<file path="config.mk">
export PLATFORM = sky130hd
export DESIGN_NAME = axi_s_abs_accum
export DESIGN_NICKNAME = d
export VERILOG_FILES = /design/src/rtl/axi_s_abs_pkg.sv /design/src/rtl/axi_s_abs_accum_chan.sv /design/src/rtl/axi_s_abs_accum.sv
export SDC_FILE = /design/constraint.sdc
export NUM_CORES = 1
export LEC_CHECK = 0
export CORE_MARGIN = 8
export CORE_UTILIZATION = 40
export CTS_CLUSTER_SIZE = 24
export DETAILED_ROUTE_END_ITERATION = 7
export MAX_ROUTING_LAYER = met4
export PLACE_DENSITY = 0.69
export SLEW_MARGIN = 15
export SYNTH_ARGS = -nofsm -noshare
export SYNTH_HDL_FRONTEND = slang
export SYNTH_SLANG_ARGS = --single-unit
</file>
<file path="constraint.sdc">
create_clock -name ss_clk_i -period 2.9 [get_ports ss_clk_i]
set_input_delay 0.58 -clock ss_clk_i [delete_from_list [all_inputs] [get_ports ss_clk_i]]
set_output_delay 0.58 -clock ss_clk_i [all_outputs]
set_load 0.01 [all_outputs]
</file>
<file path="src/rtl/axi_s_abs_pkg.sv">
// Shared definitions for the AXI-Stream absolute-value accumulator:
// default widths and the output buffer state encoding.
package axi_s_abs_pkg;

  localparam int DATA_W_DEF = 32;
  localparam int ACC_W_DEF  = 48;
  localparam int CNT_W_DEF  = 16;
  localparam int TID_W_DEF  = 2;

  typedef enum logic {
    EMPTY = 1'b0,
    FULL  = 1'b1
  } obuf_state_e;

endpackage

</file>
<file path="src/rtl/axi_s_abs_accum_chan.sv">
// One accumulator channel: saturating packet sum, saturating beat count and
// sticky overflow flag for a single stream ID. The sum/count/flag that would
// result from accepting the current beat are presented combinationally, so
// the top can capture them on the last beat while this channel clears.
// Optional peak tracking is enabled with ABS_ACCUM_PEAK_EN.
module abs_accum_chan
  import axi_s_abs_pkg::*;
#(
  parameter int DATA_W = DATA_W_DEF,
  parameter int ACC_W  = ACC_W_DEF,
  parameter int CNT_W  = CNT_W_DEF
) (
  input  logic              clk_i,
  input  logic              rst_n_i,
  input  logic              beat_i,
  input  logic              last_i,
  input  logic [DATA_W-1:0] data_i,
  output logic [ACC_W-1:0]  sum_o,
  output logic [CNT_W-1:0]  cnt_o,
  output logic              ovf_o
`ifdef ABS_ACCUM_PEAK_EN
  ,
  output logic [DATA_W-1:0] peak_o
`endif
);

  logic [ACC_W-1:0] acc_q;
  logic [CNT_W-1:0] cnt_q;
  logic             ovf_q;
  logic [ACC_W:0]   sum_wide;
  logic             sum_sat;
  logic             cnt_sat;
`ifdef ABS_ACCUM_PEAK_EN
  logic [DATA_W-1:0] peak_q;
`endif

  // Candidate results of adding this beat, clamped at the all-ones value.
  // NOTE: every output of a combinational block is assigned on every path;
  // a missing assignment would infer a latch.
  always_comb begin
    sum_wide = {1'b0, acc_q} + (ACC_W + 1)'(data_i);
    sum_sat  = sum_wide[ACC_W];
    cnt_sat  = &cnt_q;
    sum_o    = sum_sat ? '1 : sum_wide[ACC_W-1:0];
    cnt_o    = cnt_sat ? cnt_q : cnt_q + CNT_W'(1);
    ovf_o    = ovf_q | sum_sat | cnt_sat;
`ifdef ABS_ACCUM_PEAK_EN
    peak_o   = (data_i > peak_q) ? data_i : peak_q;
`endif
  end

  // Accumulate non-last beats; a last beat hands off the result and clears.
  // NOTE: the per-ID state is reset so a packet cut short by reset leaves no
  // partial sum behind; state registers use non-blocking assignments only.
  always_ff @(posedge clk_i or negedge rst_n_i) begin
    if (!rst_n_i) begin
      acc_q  <= '0;
      cnt_q  <= '0;
      ovf_q  <= 1'b0;
`ifdef ABS_ACCUM_PEAK_EN
      peak_q <= '0;
`endif
    end else if (beat_i) begin
      if (last_i) begin
        acc_q  <= '0;
        cnt_q  <= '0;
        ovf_q  <= 1'b0;
`ifdef ABS_ACCUM_PEAK_EN
        peak_q <= '0;
`endif
      end else begin
        acc_q  <= sum_o;
        cnt_q  <= cnt_o;
        ovf_q  <= ovf_o;
`ifdef ABS_ACCUM_PEAK_EN
        peak_q <= peak_o;
`endif
      end
    end
  end

endmodule

</file>
<file path="src/rtl/axi_s_abs_accum.sv">
// AXI-Stream per-ID accumulator of CORDIC magnitudes. Beats are summed per
// stream ID; each packet's sum, beat count and overflow flag are emitted in
// a one-entry output buffer one cycle after its last beat.
// Define ABS_ACCUM_PEAK_EN to add the per-packet peak output sm_tpeak_o.
module axi_s_abs_accum
  import axi_s_abs_pkg::*;
#(
  parameter int DATA_W = DATA_W_DEF,
  parameter int ACC_W  = ACC_W_DEF,
  parameter int CNT_W  = CNT_W_DEF,
  parameter int TID_W  = TID_W_DEF
) (
  input  logic              ss_clk_i,
  input  logic              ss_aresetn_i,
  input  logic              ss_tvalid_i,
  input  logic              ss_tlast_i,
  input  logic [TID_W-1:0]  ss_tid_i,
  input  logic [DATA_W-1:0] ss_tdata_i,
  output logic              ss_tready_o,
  output logic              sm_tvalid_o,
  input  logic              sm_tready_i,
  output logic [TID_W-1:0]  sm_tid_o,
  output logic [ACC_W-1:0]  sm_tsum_o,
  output logic [CNT_W-1:0]  sm_tcnt_o,
  output logic              sm_tovf_o
`ifdef ABS_ACCUM_PEAK_EN
  ,
  output logic [DATA_W-1:0] sm_tpeak_o
`endif
);

  localparam int NUM_CH = 1 << TID_W;

  obuf_state_e      state_q;
  logic [TID_W-1:0] tid_q;
  logic [ACC_W-1:0] sum_q;
  logic [CNT_W-1:0] cnt_q;
  logic             ovf_q;
  logic             accept;
  logic             accept_last;

  logic [ACC_W-1:0] chan_sum [NUM_CH];
  logic [CNT_W-1:0] chan_cnt [NUM_CH];
  logic             chan_ovf [NUM_CH];
`ifdef ABS_ACCUM_PEAK_EN
  logic [DATA_W-1:0] chan_peak [NUM_CH];
  logic [DATA_W-1:0] peak_q;
`endif

  // The buffer can take a new result when empty or when it drains this cycle.
  assign ss_tready_o = (state_q == EMPTY) | sm_tready_i;
  assign accept      = ss_tvalid_i & ss_tready_o;
  assign accept_last = accept & ss_tlast_i;

  for (genvar k = 0; k < NUM_CH; k++) begin : g_chan
    abs_accum_chan #(
      .DATA_W (DATA_W),
      .ACC_W  (ACC_W),
      .CNT_W  (CNT_W)
    ) u_chan (
      .clk_i   (ss_clk_i),
      .rst_n_i (ss_aresetn_i),
      .beat_i  (accept && (ss_tid_i == TID_W'(k))),
      .last_i  (ss_tlast_i),
      .data_i  (ss_tdata_i),
      .sum_o   (chan_sum[k]),
      .cnt_o   (chan_cnt[k]),
      .ovf_o   (chan_ovf[k])
`ifdef ABS_ACCUM_PEAK_EN
      ,
      .peak_o  (chan_peak[k])
`endif
    );
  end

  // Output buffer FSM: load on an accepted last beat (also while draining),
  // otherwise empty once the downstream takes the held result.
  always_ff @(posedge ss_clk_i or negedge ss_aresetn_i) begin
    if (!ss_aresetn_i) begin
      state_q <= EMPTY;
      tid_q   <= '0;
      sum_q   <= '0;
      cnt_q   <= '0;
      ovf_q   <= 1'b0;
`ifdef ABS_ACCUM_PEAK_EN
      peak_q  <= '0;
`endif
    end else begin
      case (state_q)
        EMPTY: if (accept_last) state_q <= FULL;
        FULL:  if (!accept_last && sm_tready_i) state_q <= EMPTY;
      endcase
      if (accept_last) begin
        tid_q  <= ss_tid_i;
        sum_q  <= chan_sum[ss_tid_i];
        cnt_q  <= chan_cnt[ss_tid_i];
        ovf_q  <= chan_ovf[ss_tid_i];
`ifdef ABS_ACCUM_PEAK_EN
        peak_q <= chan_peak[ss_tid_i];
`endif
      end
    end
  end

  assign sm_tvalid_o = (state_q == FULL);
  assign sm_tid_o    = tid_q;
  assign sm_tsum_o   = sum_q;
  assign sm_tcnt_o   = cnt_q;
  assign sm_tovf_o   = ovf_q;
`ifdef ABS_ACCUM_PEAK_EN
  assign sm_tpeak_o  = peak_q;
`endif

endmodule

</file>
==> key figures <==
Run status
  • Outcome: complete, but fails checks
  • Failing checks: hold timing, setup timing

Global route
  • Remaining global-route overflow: 0
  • Tot GR Track Use: 0.300
  • Initial antenna violation count: 0
  • Vias in the first global route: about 27000
  • First-pass GRT wire length: 161000 µm
  • Largest net degree at the start of global routing: 83

CTS
  • CTS hold repair buffers: 0
  • CTS max path bufs: 3
  • Clock Sinks: 328
  • Clock Latency Late Sink: 0.59 ns
  • H-tree depth reported by CTS: 2
  • Clock transition at the registers of the reported paths: approximately 0.070 ns
  • TritonCTS buffer count: 41
  • CTS tree: done
  • Root Buffer: clkbuf_16

Power and ir drop
  • P_leak: around 17 nW
  • PD cells: 853 nW/µm²
  • Sw Ratio: 0.412
  • Seq pwr share: 0.211
  • Maximum vdd ir drop: 0.780 mV
  • Combinational share of power: 0.619
  • Clk network pwr share: 0.170
  • Tot Pwr: approximately 33 mW
  • NetSw: about 13 mW
  • Internal power: 19.2 mW

Synthesis
  • Flops & latches, synth: 328
  • Register area share after synthesis: 0.333
  • Synthesized instance count: 3001
  • Top post-synthesis cells by area: dfrtp_1, ha_1, a21oi_1
  • Synth cell count leaders: nand2_1, dfrtp_1, a21oi_1
  • Dominant cell by count in the synthesized netlist: nand2_1
  • Area leader, netlist: dfrtp_1
  • Post-synth ARST share: 1.00
  • Synth unique cells: 95
  • Ys flop type: dfrtp_1
  • Mapped Area: 24600 µm²
  • Synth warn: 0
  • Synthesized net count: approximately 3200
  • Post-synth top area share: 0.333
  • EDFF count, synth: 0
  • Avg Inst Size Synth: between 8 and 9 µm²

Worst setup path
  • CP max stage delay: 0.45 ns
  • Most common cell on crit path: buf_4
  • CP Data Required Time: around 3.4 ns
  • Slowest-stage cell, CP: a221o_2
  • Max Fanout on Critical Path: 7
  • Critical path endpoint category: register
  • CP Buf/Inv Count: 5
  • Setup CP Type: in2reg
  • Kind of cell adding the most delay to the critical path: compound AO/OA/AOI/OAI gates
  • WP data arrival: around 3.9 ns
  • Worst setup SP type: input pin
  • Critical path, cell by cell: dlygate4sd2_1 > buf_12 > ha_4 > fa_2 > a211oi_4 > o21ai_2 > a32oi_1 > buf_4 > a21oi_4 > a221o_2 > buf_6 > and2_4 > buf_4 > o21ai_4 > a31oi_1 > a221o_1

Die
  • Die area: 69800 µm²
  • Vert. Die Dim: 264 µm
  • Core Region: 61300 µm²
  • Starting Density: 0.402
  • Die X: 264 µm
  • Top-level I/O count: 108
  • Std cell rows: 91

STA
  • Worst hold margin: -0.00291 ns
  • Max-slew headroom: 0.305
  • Period minus WS final: around 3.5 ns
  • Tcrit/Tclk final: 1.19
  • Fmax: 289 MHz
  • Final setup fails: 192
  • Fin. Hold Viols: 2
  • Unrepaired setup endpoints after global routing: true
  • Setup ws final: -0.556 ns
  • Slew Limit Fails: 0
  • Setup TNS: -48.30 ns
  • Measured slew at the worst slew-check pin: around 1.0 ns
  • Max Clock Skew: 0.0370 ns

Layout
  • Proportion of layout cells with a drive suffix above 1: 0.380
  • Fill cells: 4880
  • N_diodes: 0
  • Nets: 4030
  • Area growth, synth to finish: 55.6%
  • Final Instance Area: 38300 µm²
  • End-of-flow core utilization: 0.626

Routing
  • DRC violations left: 0
  • Total Wirelength: 107000 µm
  • Total vias in the final route: 28205
  • Via-per-instance ratio: 6.03
  • WL per Instance: 22.9 µm
  • Antenna-violating nets left: 0
  • Number of DRC markers in iteration 0: 2665
  • Drt pass-1 iters: 6

Hold path
  • HP Class: in2async

Job
  • Max Cap Violations: 0

Place
  • DP Wirelength: 75500 µm
  • Post-DP Area: 32400 µm²
  • Buffers on Ports: 107
  • Placer's final routability congestion estimate: 0.969
-- power by group through the flow --
stage	clock network (mW)	logic, mW	registers, mW
floorplan	0	8.60	6.55
global placement	0	16.4	6.79
detailed placement	0	16.6	6.82
CTS	5.63	18.5	6.85
global route	5.80	21.7	6.98
finish	5.57	20.2	6.89
-- path summary, 6_finish.rpt --
check                      slack, ns  depth (start not counted)                    endpoint                 startpoint
max                            -0.56                         16               sm_tsum_o[20]              ss_tdata_i[0]
min                           -0.003                          1  g_chan[0].u_chan.acc_q[28]               ss_aresetn_i
max reg2reg                    -0.55                         14               sm_tsum_o[20]  g_chan[1].u_chan.acc_q[0]
min reg2reg                     0.48                          2                 sm_tid_o[0]                sm_tid_o[0]
max in group asynchronous       2.01                          2  g_chan[1].u_chan.acc_q[14]               ss_aresetn_i
min in group ss_clk_i           0.48                          2                 sm_tid_o[0]                sm_tid_o[0]
-- registers in the layout, indices dropped and copies added, names as in the netlist --
register,flops
g_chan.u_chan.acc_q,192
g_chan.u_chan.cnt_q,64
g_chan.u_chan.ovf_q,4
sm_tcnt_o,16
sm_tid_o,2
sm_tovf_o,1
sm_tsum_o,48
sm_tvalid_o,1
-- cells by family (layout without fill, tap and decap cells) --
kind of cell               Yosys count  in the layout  share of synthesized area
AOI/OAI and AO/OA                 1073           1074                      0.278
and+or+nand+nor                    986            986                      0.185
buffers and inverters              236           1121                     0.0380
muxes                               41             41                     0.0245
adders and majority gates          136            136                     0.0703
xor gates and xnor gates           201            201                     0.0715
DFF                                328            328                      0.333
-- cell usage in the layout, fill, tap and decap left out, drive strengths merged, types with 17 or more instances in the layout --
cell	synthesis	routed
buf	46	891
nand2	382	382
dfrtp	328	328
a21oi	314	315
o21ai	268	268
nor2	239	239
ha	132	132
xnor2	121	121
nand3	102	102
a21o	92	92
xor2	80	80
clkdlybuf4s50	0	72
clkbuf	138	62
a31oi	55	55
inv	50	52
and3	52	52
nand4	51	51
nor3	44	44
o211ai	42	42
a211oi	40	40
and2	39	39
o22a	38	38
a22o	30	30
mux2i	22	22
o21a	20	20
o21bai	19	19
a221o	19	19
dlygate4sd2	0	17
-- per-layer routing --
layer | vias to the layer above | routed length (µm) | GRT usage
met5 | - | 0 | -
met4 | 0 | 7020 | 0.153
met3 | 388 | 8860 | 0.0445
met2 | 1357 | 47800 | 0.459
met1 | 13693 | 43300 | 0.384
li1 | 12767 | - | -
-- area by class of cell --
class / count / area, µm² / share of cell area
clock inverter: 19 / 241 / 0.00630
tap: 790 / 988 / 0.0258
sequential: 328 / 8210 / 0.214
multi-input combinational: 2438 / 18600 / 0.485
timing repair buffer: 994 / 8890 / 0.232
clock buffer: 56 / 1180 / 0.0309
inverter: 52 / 198 / 0.00516
-- per-stage QoR --
step                      setup slack (ns)  std cells
after floorplan                     -0.355       3001
after global placement               -1.35       4451
after detailed placement             -1.41       4451
after CTS                           -0.411       4624
after global routing                -0.638       4677
final                               -0.556       4677
-- repair_timing --
| action | CTS | global route |
|---|---|---|
| resized for setup | 444 | 330 |
| gates cloned | 8 | 0 |
| setup endpoints to repair | 244 | 234 |
| buffers inserted | 92 | 69 |
| pin swaps | 166 | 198 |
(Power assumes the default switching activity.)
